$ cat src/rtl/udm_pkg.sv
// udm_pkg: shared constants and state types for the UART debug command decoder
package udm_pkg;
    localparam logic [7:0] SYNC_DEF = 8'h55;
    localparam logic [7:0] ESC_DEF  = 8'h5A;
    localparam logic [7:0] CMD_RST  = 8'h80;
    localparam logic [7:0] CMD_WR   = 8'h81;
    localparam logic [7:0] CMD_RD   = 8'h82;
    typedef enum logic [2:0] {S_IDLE, S_CMD, S_ADDR, S_LEN, S_WDATA, S_RBURST} state_t;
    typedef enum logic [2:0] {R_IDLE, R_START, R_DATA, R_PAR, R_STOP} rx_state_t;
endpackage

$ cat src/rtl/udm_uart_rx.sv
// udm_uart_rx: 8N1 UART byte receiver with glitch rejection and framing check
// Build option: UDM_RX_PARITY_EN adds an even parity bit before the stop bit (8E1).
module udm_uart_rx
    import udm_pkg::*;
#(
    parameter int CLK_DIV = 868
) (
    input  logic       clk_i,
    input  logic       arst_n_i,
    input  logic       rx_i,
    output logic [7:0] data_o,
    output logic       stb_o,
    output logic       err_o
);
    localparam int CW = $clog2(CLK_DIV);
    localparam logic [CW-1:0] HALF = CW'(CLK_DIV / 2 - 1);
    localparam logic [CW-1:0] FULL = CW'(CLK_DIV - 1);
    rx_state_t     state, state_nxt;
    logic [1:0]    sync_q;
    logic [CW-1:0] cnt;
    logic [2:0]    bitn;
    logic          rx_s, tick, par_ok;
    assign rx_s = sync_q[1];
    assign tick = cnt == '0;
    always_comb begin
        state_nxt = state;
        case (state)
            R_IDLE:  state_nxt = rx_s ? R_IDLE : R_START;
            R_START: state_nxt = !tick ? R_START : rx_s ? R_IDLE : R_DATA;
`ifdef UDM_RX_PARITY_EN
            R_DATA:  state_nxt = (tick && bitn == 3'd7) ? R_PAR : R_DATA;
`else
            R_DATA:  state_nxt = (tick && bitn == 3'd7) ? R_STOP : R_DATA;
`endif
            R_PAR:   state_nxt = tick ? R_STOP : R_PAR;
            R_STOP:  state_nxt = tick ? R_IDLE : R_STOP;
            default: state_nxt = R_IDLE;
        endcase
    end
    // the counter idles preloaded with half a bit so the start bit is checked mid-bit
    always_ff @(posedge clk_i or negedge arst_n_i) begin
        if (!arst_n_i) begin
            state  <= R_IDLE;
            sync_q <= 2'b11;
            cnt    <= '0;
            bitn   <= '0;
            data_o <= '0;
            stb_o  <= 1'b0;
            err_o  <= 1'b0;
        end else begin
            state  <= state_nxt;
            sync_q <= {sync_q[0], rx_i};
            cnt    <= (state == R_IDLE) ? HALF : tick ? FULL : cnt - CW'(1);
            bitn   <= (state == R_DATA) ? (tick ? bitn + 3'd1 : bitn) : 3'd0;
            data_o <= (state == R_DATA && tick) ? {rx_s, data_o[7:1]} : data_o;
            stb_o  <= state == R_STOP && tick && rx_s && par_ok;
            err_o  <= state == R_STOP && tick && !(rx_s && par_ok);
        end
    end
`ifdef UDM_RX_PARITY_EN
    always_ff @(posedge clk_i or negedge arst_n_i) begin
        if (!arst_n_i)
            par_ok <= 1'b1;
        else
            par_ok <= (state == R_START) ? 1'b1 : (state == R_PAR && tick) ? ~(^data_o ^ rx_s) : par_ok;
    end
`else
    assign par_ok = 1'b1;
`endif
endmodule

$ cat src/rtl/udm_cmd_decoder.sv
// udm_cmd_decoder: UART debug frame parser driving a single-outstanding 32-bit bus master
// Build option: UDM_RX_PARITY_EN selects 8E1 reception in udm_uart_rx.
module udm_cmd_decoder
    import udm_pkg::*;
#(
    parameter int         CLK_DIV   = 868,
    parameter logic [7:0] SYNC_BYTE = SYNC_DEF,
    parameter logic [7:0] ESC_BYTE  = ESC_DEF
) (
    input  logic        clk_i,
    input  logic        arst_n_i,
    input  logic        rx_i,
    output logic        bus_req_o,
    output logic        bus_we_o,
    output logic [31:0] bus_addr_o,
    output logic [31:0] bus_wdata_o,
    input  logic        bus_ack_i,
    input  logic        bus_resp_i,
    input  logic [31:0] bus_rdata_i,
    output logic        rd_valid_o,
    output logic [31:0] rd_data_o,
    input  logic        rd_ready_i,
    output logic        bus_rst_o,
    output logic        err_o
);
    state_t      state, state_nxt;
    logic [7:0]  rx_byte;
    logic        rx_stb, rx_err;
    logic        esc, sync, dstb, last, wr_mode, rd_wait, drop;
    logic        bad_cmd, wr_done, wr_ok, rd_issue, rd_cap;
    logic [1:0]  idx;
    logic [31:0] sh, word;
    logic [29:0] cnt;

    udm_uart_rx #(.CLK_DIV(CLK_DIV)) u_rx (
        .clk_i    (clk_i),
        .arst_n_i (arst_n_i),
        .rx_i     (rx_i),
        .data_o   (rx_byte),
        .stb_o    (rx_stb),
        .err_o    (rx_err)
    );

    assign sync     = rx_stb && !esc && rx_byte == SYNC_BYTE;
    assign dstb     = rx_stb && (esc || (rx_byte != SYNC_BYTE && rx_byte != ESC_BYTE));
    assign word     = {rx_byte, sh[31:8]};
    assign last     = dstb && idx == 2'd3;
    assign bad_cmd  = state == S_CMD && dstb && rx_byte != CMD_RST && rx_byte != CMD_WR && rx_byte != CMD_RD;
    assign wr_done  = state == S_WDATA && last;
    assign wr_ok    = wr_done && !bus_req_o;
    assign rd_issue = state == S_RBURST && !sync && cnt != '0 && !bus_req_o && !rd_wait && !drop &&
                      (!rd_valid_o || rd_ready_i);
    assign rd_cap   = rd_wait && bus_resp_i && !drop;

    always_comb begin
        state_nxt = state;
        if (sync)
            state_nxt = S_CMD;
        else
            case (state)
                S_CMD:    state_nxt = !dstb ? S_CMD : (rx_byte == CMD_WR || rx_byte == CMD_RD) ? S_ADDR : S_IDLE;
                S_ADDR:   state_nxt = last ? S_LEN : S_ADDR;
                S_LEN:    state_nxt = !last ? S_LEN : word[31:2] == '0 ? S_IDLE : wr_mode ? S_WDATA : S_RBURST;
                S_WDATA:  state_nxt = (last && cnt == 30'd1) ? S_IDLE : S_WDATA;
                S_RBURST: state_nxt = (cnt == '0 && !bus_req_o && !rd_wait) ? S_IDLE : S_RBURST;
                default:  state_nxt = S_IDLE;
            endcase
    end

    // an aborted read still owes a response; drop swallows it so it never reaches rd_data_o
    always_ff @(posedge clk_i or negedge arst_n_i) begin
        if (!arst_n_i) begin
            state       <= S_IDLE;
            esc         <= 1'b0;
            idx         <= '0;
            sh          <= '0;
            cnt         <= '0;
            wr_mode     <= 1'b0;
            rd_wait     <= 1'b0;
            drop        <= 1'b0;
            bus_req_o   <= 1'b0;
            bus_we_o    <= 1'b0;
            bus_addr_o  <= '0;
            bus_wdata_o <= '0;
            rd_valid_o  <= 1'b0;
            rd_data_o   <= '0;
            bus_rst_o   <= 1'b0;
            err_o       <= 1'b0;
        end else begin
            state       <= state_nxt;
            esc         <= rx_stb ? (!esc && rx_byte == ESC_BYTE) : esc;
            idx         <= sync ? 2'd0 : (dstb && (state == S_ADDR || state == S_LEN || state == S_WDATA)) ? idx + 2'd1 : idx;
            sh          <= dstb ? word : sh;
            cnt         <= (state == S_LEN && last) ? word[31:2] : (wr_done || rd_issue) ? cnt - 30'd1 : cnt;
            wr_mode     <= (state == S_CMD && dstb) ? rx_byte == CMD_WR : wr_mode;
            bus_addr_o  <= (state == S_ADDR && last) ? {word[31:2], 2'b00} :
                           (bus_req_o && bus_ack_i) ? bus_addr_o + 32'd4 : bus_addr_o;
            bus_req_o   <= (rd_issue || wr_ok) ? 1'b1 : bus_ack_i ? 1'b0 : bus_req_o;
            bus_we_o    <= (rd_issue || wr_ok) ? wr_ok : bus_we_o;
            bus_wdata_o <= wr_ok ? word : bus_wdata_o;
            rd_wait     <= (bus_req_o && bus_ack_i && !bus_we_o) ? 1'b1 : bus_resp_i ? 1'b0 : rd_wait;
            drop        <= (sync && ((bus_req_o && !bus_we_o) || (rd_wait && !bus_resp_i))) ? 1'b1 :
                           (rd_wait && bus_resp_i) ? 1'b0 : drop;
            rd_valid_o  <= rd_cap ? 1'b1 : rd_ready_i ? 1'b0 : rd_valid_o;
            rd_data_o   <= rd_cap ? bus_rdata_i : rd_data_o;
            bus_rst_o   <= state == S_CMD && dstb && rx_byte == CMD_RST;
            err_o       <= sync ? 1'b0 : (rx_err || bad_cmd || (wr_done && bus_req_o)) ? 1'b1 : err_o;
        end
    end
endmodule

$ cat config.mk
export PLATFORM = sky130hd
export DESIGN_NAME = udm_cmd_decoder
export DESIGN_NICKNAME = d
export VERILOG_FILES = /design/src/rtl/udm_pkg.sv /design/src/rtl/udm_uart_rx.sv /design/src/rtl/udm_cmd_decoder.sv
export SDC_FILE = /design/constraint.sdc
export NUM_CORES = 1
export LEC_CHECK = 0
export ABC_AREA = 1
export ABC_CLOCK_PERIOD_IN_PS = 4100
export BUFFER_PORTS_ARGS = -buffer_cell sky130_fd_sc_hd__buf_4
export CELL_PAD_IN_SITES_DETAIL_PLACEMENT = 1
export CELL_PAD_IN_SITES_GLOBAL_PLACEMENT = 2
export CORE_AREA = 2 2 168 170
export DETAILED_ROUTE_END_ITERATION = 10
export DIE_AREA = 0 0 170 172
export PLACE_DENSITY_LB_ADDON = 0.05
export SLEW_MARGIN = 0
export SYNTH_ARGS = -nofsm -noshare
export SYNTH_HDL_FRONTEND = slang
export SYNTH_SLANG_ARGS = --single-unit
$ cat constraint.sdc
create_clock -name clk_i -period 4.1 [get_ports clk_i]
set_clock_uncertainty 0.15 [all_clocks]
set_input_delay 0.82 -clock clk_i [delete_from_list [all_inputs] [get_ports clk_i]]
set_output_delay 0.82 -clock clk_i [all_outputs]
set_load 0.005 [all_outputs]
==> flow_summary.toml, run 1 <==
[global_routing]
overflow = 0
grt_pass1_vias = 8701
grt_use_total_pct = 21.8
grt.met2_usage_pct = 35.5
met1_usage_pct = 31.0
antenna_found_initial = 2
grt_pass1_wl_um = 49400
top_usage_layer = "met2"
grt_max_degree = 84
grtUsageMet3_pct = 2.98

[place]
hpwl_um = 23300
preCtsSetupSlack_ps = 1310
dpl.cell_count = 1675
io_buffers = 136
place_congestion = 0.844

[critical_path]
cp.required_ps = 4310
rrSetupSlack_ps = 1310
worstPathArrival_ps = 3000
crit_type = "reg -> reg"
crit_path_start_kind = "flop"
crit_fanout = 52
end_kind = "flop"

[clock_tree]
clk_pin_slew_ps = 80
cts-root-buf = "clkbuf_16"
insertion_delay_ps = 440
hold_buffers = 0
cts_sinks = 190
cts.htree.levels = 4
cts_tree = "yes"
cts_resized = 0
postCtsSetupRepairBufs = 0
max-clock-path-buffers = 2
cts_made_buffers = 17

[routing]
wl_um = 31000
viasPerCell = 4.99
drt_iter0_markers = 471
antenna_left = 0
routedWlPerCell_um = 18.1
post-route-drc-count = 0
vias = 8518
firstDrtPassIters = 5

[power_and_ir_drop]
p_per_area_nw_per_um2 = 338
clkPwrFrac_pct = 42.5
p_seq_share_pct = 50.4
switching_power_mw = 1.06
internal-power_mw = 2.87
p_leak_nw = 6.05
power_frac_comb_pct = 7.1
p_total_mw = 3.93
p_sw_share_pct = 27.1
ir_drop_v = 0.000232

[yosys]
netlist_instances = 1225
yosysWarnings = 0
synth_edf_count = 0
avgSynthCellArea_um2 = 7.97
ys_types = 42
async_flop_share_pct = 100
synth.cell_area_um2 = 9760
ys_ff_latch = 190
synth-main-ff-cell = "dfrtp_1"
ys_seq_area_share_pct = 48.7

[timing]
setup_violations = 0
worst_hold_slack_ps = 221
finalMaxSlewViolations = 0
fin_setup_tns_ps = 0
tightest_slew_ps = 993
fin_crit_ps = 2790
min_period_over_period_pct = 68.1
relSlewSlack_pct = 33.8
fmax_mhz = 358
fin_ws_ps = 1310
rsz0062_at_grt = "no"
finalHoldViolations = 0

[finish]
fin_cells = 1708
final_nets = 1395
layout-drive-gt1-share_pct = 17.0
area_delta_synth_final_pct = 19.3

[die]
die_h_um = 172
fp-row-count = 61
pin_count = 139
dieArea_um2 = 29200
initial_utilization_pct = 35.5
die_x_um = 170
core_um2 = 27500

[min_path]
hold_path_class = "reg -> reg"

[run_status]
status = "finished clean"

[run]
max-cap-violations = 0
==> critical path, stage by stage, from the launching register on <==
cell	delay (ps)
dfrtp_1	410
inv_1	140
nand2_1	80
nor2_1	150
nand2_1	90
nand2_1	80
nand2_2	100
nand2_4	390
inv_2	120
nand3_4	210
nand2_1	90
inv_1	460
nand2_1	130
nand3_1	100
==> final cells by class <==
cell class,instances,area [um^2]
antenna,1,2.50
clock buffer,19,433
clock inverter,13,139
fill,3357,15800
inverter,110,413
multi-input combinational,886,4370
sequential,190,4760
tap,346,433
timing repair buffer,143,1090
==> placed cells by master, fill, tap and decap left out, types with 3 or more instances in the layout <==
cell type,Yosys,layout
nand2_1,377,377
dfrtp_1,188,188
buf_4,5,141
nor2_1,134,134
inv_1,101,101
nand3_1,93,93
o21ai_0,80,80
mux2_2,32,32
xor2_1,32,32
nor3_1,28,28
o21ai_1,28,28
clkbuf_16,0,17
xnor2_1,14,14
a21oi_1,12,12
nand4_1,12,12
inv_2,9,9
ha_1,9,9
inv_6,0,5
inv_8,0,4
nand2_2,3,3
nor4_1,3,3
nor2_2,3,3
nand3b_1,3,3
==> sequential cells by signal (all words and copies together), names as in the netlist, 2 cells and up <==
signal and cells:
bus_addr_o 30, bus_wdata_o 32, cnt 30, idx 2, rd_data_o 32, sh 24
state 3, u_rx.bitn 3, u_rx.cnt 10, u_rx.data_o 8, u_rx.state 3, u_rx.sync_q 2
==> metrics by stage <==
stage / utilization (%) / instance area [um^2]
6_report: 42.4 / 11600
5_1_grt: 42.4 / 11600
4_1_cts: 42.4 / 11600
3_5_place_dp: 40.3 / 11100
3_3_place_gp: 40.3 / 11100
2_1_floorplan: - / 9760
==> worst paths after layout <==
check,end,cells past startpoint,from
min in group asynchronous,bus_wdata_o[16],1,arst_n_i
min,u_rx.sync_q[1],0,u_rx.sync_q[0]
max,bus_addr_o[23],13,u_rx.data_o[5]
min reg2reg,u_rx.sync_q[1],0,u_rx.sync_q[0]
max reg2reg,bus_addr_o[23],13,u_rx.data_o[5]
max in group asynchronous,bus_addr_o[29],2,arst_n_i
==> power groups by stage <==
stage                     Sequential [mW]  Clock (mW)  Combinational [mW]
final                                1.98        1.67               0.278
after global routing                 1.99        1.79               0.316
after CTS                            1.98        1.72               0.285
after detailed placement             2.02           0               0.283
after global placement               2.02           0               0.280
after floorplan                      2.00           0               0.112
==> cell families after synthesis <==
logic type      count (synthesis)  share of synthesized area, %
xor+xnor                       46                          4.13
compound gates                129                          6.83
other cells                     1                        0.0384
flops                         190                          48.7
mux                            32                          3.69
buf+inv                       150                          6.48
simple gates                  668                          28.9
fa+ha+maj                       9                          1.15
==> synthesized netlist by cell type (all sizes together) (2+ instances only) <==
library cell  number  share of area (%)
nand2            382                 15
dfrtp            188                 48
nor2             140                5.8
inv              110                4.2
o21ai            108                5.5
nand3             95                5.1
buf               33                2.0
mux2              32                3.7
xor2              32                2.9
nor3              28                1.4
nand4             14                1.0
xnor2             14                1.3
a21oi             12               0.62
ha                 9                1.2
clkbuf             7               0.27
nand3b             3               0.23
nor4               3               0.19
dfstp              2               0.54
o22ai              2               0.13
==> metal layers <==
metal / up-vias / wire, um
li1: 4157 / -
met1: 4234 / 15000
met2: 107 / 14700
met3: 20 / 889
met4: 0 / 355
met5: - / 0
(Power assumes the default switching activity.)
==> inputs of run 2 (changes only) <==
ABC_CLOCK_PERIOD_IN_PS = 2800   (was 4100)
CORE_AREA = 2 2 173 175   (was 2 2 168 170)
DIE_AREA = 0 0 175 177   (was 0 0 170 172)
clock period = 2.8 ns   (was 4.1 ns; I/O delays follow)
==> run 2 against run 1 <==
Critical path depth did not move; clock-buffer cell count fell by 1; hold slack got worse by 160 ps; worst setup slack got worse by 820 ps; global-route usage fell by 1.1 points; register-to-register slack got worse by 820 ps; wire length rose by 1.0%; via count fell by 0.65%; cell count rose by 3.6%; combinational power rose by 49%; die area rose by 5.9%.
==> flow_summary.toml, run 2 (synthesis gave the netlist of run 1 again) <==
[critical_path]
crit_fanout = 29
cp_cell_sequence = "inv_2 > nand2_1 > nor2_1 > nand2_1 > nand2_1 > nand2_2 > nand4_2 > buf_4 > buf_4 > nand2_1 > o21ai_0 > nand2_1 > nand2_1"
critPathLaunch = "u_rx.data_o[2]"
critical_path.max_stage_delay_ps = 520
r2r-end = "cnt[13]"
critPathCapture = "cnt[13]"
crit_type = "reg -> reg"
rr_worst_depth = 13
critPathBufInv = 3
cp_common_cell = "nand2_1"
cpLargestDelayFamily = "simple AND/OR/NAND/NOR gates"
worstPathArrival_ps = 2550
rrSetupSlack_ps = 480
crit_cells = 13
end_kind = "flop"
r2r_start = "u_rx.data_o[2]"
critical-path-slowest-cell = "dfrtp_1"
cp.required_ps = 3030
crit_path_start_kind = "flop"

[finish]
area_delta_synth_final_pct = 22.2
final_cell_mix = "nand2_1 (377), dfrtp_1 (188), buf_4 (155)"
fin_area_um2 = 11900
antenna_cells = 0
fin_cells = 1770
fin_util_pct = 40.8
layout_commonest_cell = "nand2_1"
reg_top3 = "bus_wdata_o: 32 flops, rd_data_o: 32 flops"
layout-drive-gt1-share_pct = 18.3
nFillCells = 3557
final_nets = 1414

[timing]
fin_setup_tns_ps = 0
fin_crit_ps = 2320
finalMaxSlewViolations = 0
fmax_mhz = 432
worst_hold_slack_ps = 63.5
rsz0062_at_grt = "no"
relSlewSlack_pct = 58.5
setup_violations = 0
finalHoldViolations = 0
tightest_slew_ps = 618
min_period_over_period_pct = 82.8

[power_and_ir_drop]
power_frac_comb_pct = 7.0
p_per_area_nw_per_um2 = 492
internal-power_mw = 4.38
switching_power_mw = 1.49
p_sw_share_pct = 25.4
p_seq_share_pct = 49.4
clkPwrFrac_pct = 43.5
p_leak_nw = 6.17
ir_drop_v = 0.000345

[run]
max-cap-violations = 0

[die]
die_h_um = 177
die_x_um = 175
pin_count = 139
dieArea_um2 = 31000
fp-row-count = 63
initial_utilization_pct = 33.4
core_um2 = 29200

[routing]
antenna_left = 0
wl_met1_um = 14900
wl_met2_um = 15300
route.met3.wl_um = 920
top_layer = "met4"
vias = 8463
drt_iter0_markers = 354
wl_um = 31300
viasPerCell = 4.78
firstDrtPassIters = 4
post-route-drc-count = 0
routedWlPerCell_um = 17.7

[clock_tree]
clk_pin_slew_ps = 80
insertion_delay_ps = 450
cts.htree.levels = 4
cts_resized = 0
cts_sinks = 190
cts_made_buffers = 17
cts_tree = "yes"
postCtsSetupRepairBufs = 0
max-clock-path-buffers = 2
cts-root-buf = "clkbuf_16"

[global_routing]
overflow = 0
grt_max_degree = 63
grt_pass1_wl_um = 49300
grt_pass1_vias = 8562
grt_use_total_pct = 20.7
antenna_found_initial = 0

[place]
place_congestion = 0.776
io_buffers = 136
hpwl_um = 23900
dpl.cell_count = 1737
dpl_cell_area_um2 = 11300

[run_status]
status = "finished clean"

[min_path]
hold_path_class = "in -> reg"
## run 2: cell count changes in the layout (fill, tap and decap cells not counted), sizes merged
cell | before | now
diode | 1 | 0
clkinvlp | 0 | 2
inv | 119 | 117
clkinv | 4 | 3
bufinv | 0 | 2
buf | 142 | 160
clkbuf | 20 | 19
dlygate4sd3 | 0 | 1
## run 2: routing by layer
layer / vias to the layer above / track usage (%)
li1: 4195 / -
met5: - / 0
met3: 15 / 3.41
met2: 117 / 34.7
met4: 0 / 3.75
met1: 4136 / 28.5
## run 2: final cells by class
cell class | count | area [um^2] | share of cell area [%]
flip-flops and latches | 190 | 4760 | 39.9
inverters | 110 | 413 | 3.46
clock buffers | 18 | 439 | 3.68
clock inverters | 14 | 169 | 1.42
well taps | 390 | 488 | 4.09
multi-input cells | 886 | 4370 | 36.7
repair buffers | 162 | 1290 | 10.8
## run 2: what timing repair did
| item | CTS | global route |
|---|---|---|
| hold buffers | 1 | 0 |
| endpoints found under the hold margin | 22 | 0 |
| endpoints found under the setup margin | 0 | 0 |
## run 2: through the flow
step / worst slack (ps) / power, mW
global placement: 481 / 3.37
CTS: 470 / 5.97
global route: 258 / 6.12
floorplan: 897 / 3.10
detailed placement: 490 / 3.38
finish: 483 / 5.87
## run 2: power groups by stage
| stage | logic (mW) | registers (mW) | clock network (mW) |
|---|---|---|---|
| final | 0.413 | 2.90 | 2.55 |
| after global routing | 0.468 | 2.91 | 2.74 |
| after CTS | 0.425 | 2.90 | 2.65 |
| after detailed placement | 0.422 | 2.95 | 0 |
| after global placement | 0.417 | 2.95 | 0 |
| after floorplan | 0.164 | 2.93 | 0 |
## run 2: how the worst min path moves through the flow
stage	from	endpoint	cells past startpoint
after floorplan	arst_n_i	bus_addr_o[10]	0
after global placement	u_rx.sync_q[0]	u_rx.sync_q[1]	0
after detailed placement	u_rx.sync_q[0]	u_rx.sync_q[1]	0
after CTS	rx_i	u_rx.sync_q[0]	1
after global routing	rx_i	u_rx.sync_q[0]	1
final	rx_i	u_rx.sync_q[0]	1
==> inputs of run 3 (changes only) <==
ABC_AREA = 0   (was 1)
ABC_CLOCK_PERIOD_IN_PS = 1960   (was 2800)
CORE_AREA = 2 2 168 170   (was 2 2 173 175)
DIE_AREA = 0 0 170 172   (was 0 0 175 177)
clock period = 1.96 ns   (was 2.8 ns; I/O delays follow)
==> run 3 against run 2 <==
The flow now finishes with violations (negative setup slack); utilization grew 6.1 points; design area increased by 8.0%; cell count down 13%; synthesized cell count shrank 29%; register-to-register slack worse by 1300 ps; critical endpoint is now u_rx.data_o[4].
==> flow_summary.toml, run 3 <==
[yosys]
synthTopCellsByArea = "dfrtp_1 (53%), mux2_2 (8.2%), nand2_1 (4.9%)"
async_flop_share_pct = 100
yosysWarnings = 0
yosys-top-cells-count = "dfrtp_1 (188), nand2_1 (117), nor2_1 (94), mux2_2 (65), a21oi_1 (59)"
synth-main-ff-cell = "dfrtp_1"
synth.largest_area_cell = "dfrtp_1"
ys_types = 64
netlist_instances = 875
ys_seq_area_share_pct = 53.4
avgSynthCellArea_um2 = 10.2
synth.cell_area_um2 = 8900
synth_most_common_cell = "dfrtp_1"
synth_edf_count = 0
ys_ff_latch = 190
synth.top_cell.area_share_pct = 52.8

[die]
fp-row-count = 61
initial_utilization_pct = 32.4
core_um2 = 27500
pin_count = 139
dieArea_um2 = 29200
die_x_um = 170
die_h_um = 172

[routing]
drt_iter0_markers = 308
vias = 7607
route.met3.wl_um = 1110
wl_met2_um = 14200
wl_um = 28400
wl_met1_um = 12700
routedWlPerCell_um = 18.4
viasPerCell = 4.93
post-route-drc-count = 0
firstDrtPassIters = 4
antenna_left = 0
top_layer = "met4"

[finish]
final_cell_mix = "buf_4 (316), dfrtp_1 (187), nand2_1 (113)"
antenna_cells = 0
layout_commonest_cell = "buf_4"
fin_area_um2 = 12900
area_delta_synth_final_pct = 44.7
multi_input_area_um2 = 4260
layout-drive-gt1-share_pct = 41.7
register_area_um2 = 4760
final_nets = 1230
fin_util_pct = 46.9
reg_top3 = "bus_wdata_o: 32 flops, rd_data_o: 32 flops"
nFillCells = 3068

[clock_tree]
cts_made_buffers = 17
cts_sinks = 190
max-clock-path-buffers = 2
cts.htree.levels = 4
insertion_delay_ps = 450
clk_pin_slew_ps = 80
cts-root-buf = "clkbuf_16"
cts_tree = "yes"

[place]
dpl_cell_area_um2 = 12000
place_congestion = 0.779
io_buffers = 136
hpwl_um = 21100

[timing]
min_period_over_period_pct = 139
finalMaxSlewViolations = 0
fin_ws_ps = -768
rsz0062_at_grt = "yes"
fin_setup_tns_ps = -44510
setup_violations = 145
fmax_mhz = 367
finalHoldViolations = 0
fin_crit_ps = 2730

[critical_path]
crit_fanout = 5
crit_path_start_kind = "flop"
crit_type = "reg -> reg"
worstPathArrival_ps = 2900
cp.required_ps = 2130
end_kind = "flop"
rrSetupSlack_ps = -770

[global_routing]
grt_use_total_pct = 20.2
antenna_found_initial = 0
grt_pass1_vias = 8103
overflow = 0
grt_pass1_wl_um = 45600
grt_max_degree = 58

[power_and_ir_drop]
p_per_area_nw_per_um2 = 611
p_total_mw = 7.86
ir_drop_v = 0.000377
p_leak_nw = 6.39

[min_path]
hold_path_class = "in -> reg"

[run]
max-cap-violations = 0

[run_status]
status = "finished with violations"
violations = "negative setup slack"
-- run 3: cell count changes in the layout (fill, tap and decap cells not counted), sizes merged, moves of 13 or more --
cell / previous run / this run
nand3: 95 / 17
mux2: 32 / 72
a21oi: 12 / 59
buf: 160 / 334
nor2: 140 / 94
o21ai: 108 / 39
xnor2: 14 / 27
inv: 117 / 29
xor2: 32 / 10
nand2: 382 / 117
-- run 3: critical path, cell delays in order, from the launching register on --
cell	delay, ps
dfrtp_1	380
inv_1	90
ha_4	120
or3b_4	370
or4_4	430
or4_4	450
or2_4	300
mux2_4	310
-- run 3: path summary, 6_finish.rpt --
| kind | from | to | cells past startpoint |
|---|---|---|---|
| min reg2reg | u_rx.sync_q[0] | u_rx.sync_q[1] | 0 |
| min | bus_rdata_i[5] | rd_data_o[5] | 2 |
| max reg2reg | u_rx.cnt[1] | u_rx.data_o[4] | 7 |
| max in group asynchronous | arst_n_i | u_rx.sync_q[0] | 3 |
| min in group asynchronous | arst_n_i | bus_addr_o[23] | 2 |
| max | u_rx.cnt[1] | u_rx.data_o[4] | 7 |
-- run 3: cell families (layout without fill, tap and decap cells) --
kind of cell	Yosys count	in the layout	share of synthesized area, %
adders and majority gates	9	9	1.26
AOI/OAI and AO/OA	163	163	11.5
xor gates and xnor gates	37	37	3.64
buffers and inverters	71	390	3.23
and+or+nand+nor	330	331	17.2
other	1	2	0.0421
DFF	190	190	53.4
muxes	74	74	9.63
-- run 3: report_power, final --
group	switching (mW)	leakage [nW]	internal [mW]	total, mW
Sequential	0.00250	2.45	3.92	3.92
Clock	1.71	0.306	2.07	3.78
Combinational	0.0946	3.64	0.0673	0.162
-- run 3: routing by layer --
metal  up-vias  global-route usage (%)
met4         0                    4.83
met2       120                    35.2
met5         -                       0
met3        23                    3.75
met1      3786                    26.0
li1       3678                       -
-- run 3: final cells by class --
cell class / count / area share (%)
inverter: 21 / 0.612
multi-input combinational: 616 / 33.1
tap: 346 / 3.36
sequential: 190 / 36.9
timing repair buffer: 337 / 21.1
clock buffer: 18 / 3.33
clock inverter: 14 / 1.51
-- run 3: what timing repair did --
item | CTS | global route
pin swaps | 2 | 3
hold buffers | 2 | 0
resized for setup | 25 | 25
gates cloned | 2 | 0
buffers inserted | 3 | 8
hold endpoints to repair | 33 | 0
endpoints found under the setup margin | 149 | 150
-- run 3: metrics by stage --
| stage | hold slack, ps | setup WS [ps] | cells |
|---|---|---|---|
| finish | 22.6 | -768 | 1542 |
| global route | 12.5 | -823 | 1542 |
| CTS | 7.85 | -789 | 1535 |
| detailed placement | 200 | -936 | 1496 |
| global placement | 196 | -901 | 1496 |
| floorplan | -53.6 | -925 | 876 |
